## src/rtl/apb_master_fsm.sv

```systemverilog
`default_nettype none
// ============================================================================
// Module   : apb_master_fsm
// Purpose  : Destination-side APB master of the asynchronous bridge. It takes
//            one command at a time from the CDC command FIFO read port, runs
//            the APB SETUP/ACCESS sequence toward the slave decoder/mux, and
//            returns read data and status to the CDC response FIFO write port.
//            The address passes through unmodified. The decoder selects the
//            slave from b_paddr[ADDR_WD-1:ADDR_WD-2].
//
// Ports    : b_pclk, b_prst_n        clock, asynchronous active-low reset
//            cmd_*                   command FIFO read side (valid/ready)
//            rsp_*                   response FIFO write side (valid/ready)
//            b_psel .. b_pstrb       APB request outputs (all registered)
//            b_prdata, b_pready      APB completion inputs from the mux
//
// Options  : APB_TIMEOUT_EN - when defined, ACCESS is abandoned after
//            TIMEOUT_CYC cycles with b_pready low, and the response is
//            returned with rsp_err=1. When undefined, ACCESS waits
//            indefinitely and rsp_err is always 0.
//
// Revision : 1.0 - initial release
// ============================================================================
module apb_master_fsm #(
    parameter int ADDR_WD     = 32,
    parameter int DATA_WD     = 32,
    parameter int STRB_WD     = 4,
    parameter int PROT_WD     = 3,
    parameter int TIMEOUT_CYC = 255,
    parameter int TIMEOUT_WD  = 8
) (
    input  logic               b_pclk,
    input  logic               b_prst_n,
    // command FIFO read side
    input  logic               cmd_valid,
    output logic               cmd_ready,
    input  logic               cmd_write,
    input  logic [ADDR_WD-1:0] cmd_addr,
    input  logic [DATA_WD-1:0] cmd_wdata,
    input  logic [STRB_WD-1:0] cmd_strb,
    input  logic [PROT_WD-1:0] cmd_prot,
    // response FIFO write side
    output logic               rsp_valid,
    input  logic               rsp_ready,
    output logic [DATA_WD-1:0] rsp_rdata,
    output logic               rsp_write,
    output logic               rsp_err,
    // APB master
    output logic               b_psel,
    output logic               b_penable,
    output logic               b_pwrite,
    output logic [ADDR_WD-1:0] b_paddr,
    output logic [DATA_WD-1:0] b_pwdata,
    output logic [PROT_WD-1:0] b_pprot,
    output logic [STRB_WD-1:0] b_pstrb,
    input  logic [DATA_WD-1:0] b_prdata,
    input  logic               b_pready
);

    // Elaboration-time sanity check on the timeout configuration.
    generate
        if ((TIMEOUT_CYC < 1) || (TIMEOUT_CYC > 255) ||
            ((TIMEOUT_CYC - 1) >= (1 << TIMEOUT_WD))) begin : g_tmo_chk
            $error("apb_master_fsm: TIMEOUT_CYC must be 1..255 and fit in TIMEOUT_WD bits");
        end
    endgenerate

    typedef enum logic [1:0] {
        IDLE   = 2'd0,
        SETUP  = 2'd1,
        ACCESS = 2'd2,
        RESP   = 2'd3
    } state_t;

    state_t             r_state;
    state_t             w_state_nxt;

    logic               w_psel_nxt;
    logic               w_penable_nxt;
    logic               w_pwrite_nxt;
    logic [ADDR_WD-1:0] w_paddr_nxt;
    logic [DATA_WD-1:0] w_pwdata_nxt;
    logic [PROT_WD-1:0] w_pprot_nxt;
    logic [STRB_WD-1:0] w_pstrb_nxt;
    logic               w_rsp_valid_nxt;
    logic [DATA_WD-1:0] w_rsp_rdata_nxt;
    logic               w_rsp_write_nxt;
    logic               w_rsp_err_nxt;

`ifdef APB_TIMEOUT_EN
    localparam logic [TIMEOUT_WD-1:0] c_tmo_last = TIMEOUT_WD'(TIMEOUT_CYC - 1);
    logic [TIMEOUT_WD-1:0] r_tmo_cnt;
    logic [TIMEOUT_WD-1:0] w_tmo_cnt_nxt;
`endif

    // Only the command handshake is combinational; everything else is a flop.
    assign cmd_ready = (r_state == IDLE);

    // ------------------------------------------------------------------
    // Next-state and next-output logic. Every register holds by default,
    // so the APB request fields keep their last values between transfers
    // and rsp_rdata holds until the next capture.
    // ------------------------------------------------------------------
    always_comb begin
        w_state_nxt     = r_state;
        w_psel_nxt      = b_psel;
        w_penable_nxt   = b_penable;
        w_pwrite_nxt    = b_pwrite;
        w_paddr_nxt     = b_paddr;
        w_pwdata_nxt    = b_pwdata;
        w_pprot_nxt     = b_pprot;
        w_pstrb_nxt     = b_pstrb;
        w_rsp_valid_nxt = rsp_valid;
        w_rsp_rdata_nxt = rsp_rdata;
        w_rsp_write_nxt = rsp_write;
        w_rsp_err_nxt   = rsp_err;
`ifdef APB_TIMEOUT_EN
        w_tmo_cnt_nxt   = r_tmo_cnt;
`endif

        case (r_state)
            IDLE: begin
                if (cmd_valid) begin
                    w_pwrite_nxt  = cmd_write;
                    w_paddr_nxt   = cmd_addr;
                    w_pwdata_nxt  = cmd_wdata;
                    w_pprot_nxt   = cmd_prot;
                    // Reads never present strobes on the bus.
                    w_pstrb_nxt   = cmd_write ? cmd_strb : '0;
                    w_psel_nxt    = 1'b1;
                    w_penable_nxt = 1'b0;
                    w_state_nxt   = SETUP;
                end
            end

            SETUP: begin
                w_penable_nxt = 1'b1;
`ifdef APB_TIMEOUT_EN
                w_tmo_cnt_nxt = '0;
`endif
                w_state_nxt   = ACCESS;
            end

            ACCESS: begin
                // A ready slave wins over a timeout that expires on the same cycle.
                if (b_pready) begin
                    w_psel_nxt      = 1'b0;
                    w_penable_nxt   = 1'b0;
                    w_rsp_rdata_nxt = b_pwrite ? '0 : b_prdata;
                    w_rsp_write_nxt = b_pwrite;
                    w_rsp_err_nxt   = 1'b0;
                    w_rsp_valid_nxt = 1'b1;
                    w_state_nxt     = RESP;
                end
`ifdef APB_TIMEOUT_EN
                else if (r_tmo_cnt == c_tmo_last) begin
                    w_psel_nxt      = 1'b0;
                    w_penable_nxt   = 1'b0;
                    w_rsp_rdata_nxt = '0;
                    w_rsp_write_nxt = b_pwrite;
                    w_rsp_err_nxt   = 1'b1;
                    w_rsp_valid_nxt = 1'b1;
                    w_state_nxt     = RESP;
                end else begin
                    w_tmo_cnt_nxt = r_tmo_cnt + 1'b1;
                end
`endif
            end

            RESP: begin
                if (rsp_ready) begin
                    w_rsp_valid_nxt = 1'b0;
                    w_state_nxt     = IDLE;
                end
            end

            default: begin
                w_state_nxt = IDLE;
            end
        endcase
    end

    // ------------------------------------------------------------------
    // State and output registers. The asynchronous reset drops psel,
    // penable and rsp_valid immediately and discards any in-flight
    // transfer.
    // ------------------------------------------------------------------
    always_ff @(posedge b_pclk or negedge b_prst_n) begin
        if (!b_prst_n) begin
            r_state   <= IDLE;
            b_psel    <= 1'b0;
            b_penable <= 1'b0;
            b_pwrite  <= 1'b0;
            b_paddr   <= '0;
            b_pwdata  <= '0;
            b_pprot   <= '0;
            b_pstrb   <= '0;
            rsp_valid <= 1'b0;
            rsp_rdata <= '0;
            rsp_write <= 1'b0;
            rsp_err   <= 1'b0;
        end else begin
            r_state   <= w_state_nxt;
            b_psel    <= w_psel_nxt;
            b_penable <= w_penable_nxt;
            b_pwrite  <= w_pwrite_nxt;
            b_paddr   <= w_paddr_nxt;
            b_pwdata  <= w_pwdata_nxt;
            b_pprot   <= w_pprot_nxt;
            b_pstrb   <= w_pstrb_nxt;
            rsp_valid <= w_rsp_valid_nxt;
            rsp_rdata <= w_rsp_rdata_nxt;
            rsp_write <= w_rsp_write_nxt;
            rsp_err   <= w_rsp_err_nxt;
        end
    end

`ifdef APB_TIMEOUT_EN
    always_ff @(posedge b_pclk or negedge b_prst_n) begin
        if (!b_prst_n) begin
            r_tmo_cnt <= '0;
        end else begin
            r_tmo_cnt <= w_tmo_cnt_nxt;
        end
    end
`endif

endmodule
`default_nettype wire
```

## config.mk

```make
export PLATFORM = sky130hd
export DESIGN_NAME = apb_master_fsm
export DESIGN_NICKNAME = d
export VERILOG_FILES = /design/src/rtl/apb_master_fsm.sv
export SDC_FILE = /design/constraint.sdc
export NUM_CORES = 1
export LEC_CHECK = 0
export ABC_AREA = 0
export CORE_MARGIN = 8
export CORE_UTILIZATION = 40
export CTS_CLUSTER_SIZE = 16
export DETAILED_ROUTE_END_ITERATION = 12
export PLACE_DENSITY = 0.87
export SLEW_MARGIN = 25
export SYNTH_ARGS = -nofsm -noshare
export SYNTH_HDL_FRONTEND = slang
export SYNTH_SLANG_ARGS = --single-unit
```

## constraint.sdc

```tcl
create_clock -name b_pclk -period 2 [get_ports b_pclk]
set_clock_uncertainty 0.15 [all_clocks]
set_input_delay 0.2 -clock b_pclk [delete_from_list [all_inputs] [get_ports b_pclk]]
set_output_delay 0.2 -clock b_pclk [all_outputs]
set_load 0.1 [all_outputs]
```

==> impl_metrics.ini <==
[setup_path]
critPathMaxStageDelay_ns = 0.50
worst_r2r_endpoint = r_state[1]
crit_chain = inv_1 > ha_1 > a222oi_1 > mux2_2
startpoint_type = flop
reg2reg_from = r_state[0]
endpoint_kind = flop
cp_slowest_cell = a222oi_1
cp_max_fo = 5
cp_data_required_time_ns = 2.09
reg2reg_depth = 4
rrSetupSlack_ns = 0.08
critPathKind = reg -> reg
crit_arrival_ns = 2.01

[detailed_routing]
wire_per_inst_um = 16.9
totalWireLength_mm = 11.8
post_drt_via_cell_ratio = 4.70
drt-initial-drc-count = 163
vias = 3277
first_pass_iters = 4
drc_errors = 0
ant_nets = 0

[clock_network]
cts.path.max_buffers = 2
clkLatencyLatePin_ns = 0.35
clock-sinks = 110
cts-buffers-inserted = 9
clk_pin_slew_ns = 0.09
clock-root-buffer = clkbuf_8
cts_htree_levels = 3
cts_tree = yes

[placement]
dp_hpwl_mm = 9.36
portBuffers = 217
place.gp.congestion = 0.797

[synthesis]
synth_warnings = 0
synth_cells = 333
synth_top_family_by_area = multiplexers
yosysSeqAreaShare_pct = 63.1
synth_cell_types = 18
syn_nets = 449
yosys_register_bits = 110
synth-simple-area-share_pct = 8.43
synth_top_area_share_pct = 63.1
muxShareOfSynthArea_pct = 18.8
avgSynthCellArea_um2 = 13.1
synth_xor_area_share_pct = 0
synth_fa_ha_area_share_pct = 2.01
synth_top_cell_by_area = dfrtp_1
synthTopCellsByArea = dfrtp_1, mux2_2, nand2b_1, o21ai_0, nand2_1
synth_compound_area_share_pct = 5.11
syn-cell-area_mm2 = 0.00436

[floorplanning]
die_width_um = 120
ioPinCount = 219
coreArea_mm2 = 0.0107
row_count = 38
dieArea_mm2 = 0.0145
die_h_um = 120
start_util_pct = 40.6

[flow_run]
cap_violations = 0

[global_route]
grt_util_all_layers_pct = 16.0
grt_max_degree = 52
grt_pass1_wl_mm = 18.7
grt_pass1_vias = 3653
overflow = 0
antenna_found_initial = 0

[sta]
fmax_mhz = 522
min_period_ns = 1.92
finalHoldViolCount = 0
fin_crit_sh_pct = 95.8
setup_viol = 0
finalMaxSlewViolations = 0
hold-worst-slack_ns = 0.151
rsz0062_at_grt = yes

[outcome]
outcome = complete, no violations

[worst_hold_path]
hp-class = in -> async

[cells_and_area]
antenna_cells = 0
layout.nets = 668
drive_gt1_share_pct = 36.4
layout_common_cells = buf_4, dfrtp_1, clkdlybuf4s50_1
layout_commonest_cell = buf_4
syn2layout_area_growth_pct = 52.6
worst max-delay path: cells and delay by family (launching register included):
family                     cells  cell delay, ns
buffers and inverters          1            0.12
AOI/OAI and AO/OA              1            0.50
DFF                            1            0.39
muxes                          1            0.39
adders and majority gates      1            0.26
cell usage after synthesis (all sizes together):
cell type and number:
mux2i 2, dfrtp 110, nor2 1, clkbuf 6
a221oi 1, ha 7, buf 13, conb 1
inv 5, o21ai 39, a222oi 1, nand2b 33
nand2 42, a22o 1, mux2 71
logic make-up after synthesis:
| kind of cell | after synthesis |
|---|---|
| compound gates | 42 |
| fa+ha+maj | 7 |
| buf+inv | 24 |
| flops | 110 |
| mux | 73 |
| other cells | 1 |
| simple gates | 76 |
worst max path at each step:
stage	startpoint	to	slack, ns	depth (start not counted)
after detailed placement	r_state[0]	r_state[1]	0.05	4
after CTS	r_state[0]	r_state[1]	0.04	4
after floorplan	r_state[0]	r_state[0]	0.17	4
after global routing	r_state[0]	r_state[1]	-0.01	4
after global placement	b_pready	r_state[1]	0.14	4
final	r_state[0]	r_state[1]	0.08	4
state kept, by name, indices dropped and copies added, names as in the netlist:
name and cells:
b_paddr 32, b_penable 1, b_pprot 3, b_psel 1, b_pstrb 4, b_pwdata 32, b_pwrite 1, r_state 2
rsp_rdata 32, rsp_valid 1, rsp_write 1
layout make-up:
class	count	area, µm²
fill	856	4090
sequential	110	2750
timing repair buffer	227	2040
multi-input combinational	199	1510
tap	140	175
clock buffer	15	156
inverter	5	18.8
clock inverter	1	5.00
routing by layer:
layer / vias up / wire length (µm) / track usage [%]
li1: 1548 / - / -
met2: 133 / 6070 / 27.7
met1: 1576 / 4350 / 16.9
met3: 20 / 1100 / 6.11
met5: - / 0 / 0
met4: 0 / 291 / 7.34
per-stage QoR:
step                cell area, µm²  worst slack, ns  instances  setup TNS, ns  util, %
floorplan                     4360            0.168        333              0        -
global placement              6470            0.141        678              0     60.2
detailed placement            6470           0.0543        678              0     60.2
CTS                           6640           0.0413        695              0     61.8
global route                  6660          -0.0128        697        -0.0128     61.9
finish                        6660           0.0842        697              0     61.9
timing repair:
action	in CTS	in global routing
hold buffers	1	0
setup buffers	0	2
hold endpoints to repair	96	0
setup endpoints to repair	0	2
gates resized for setup	0	2
Power is not shown: default switching activity piles up to over one toggle a cycle in this logic, so the estimate is an artifact.
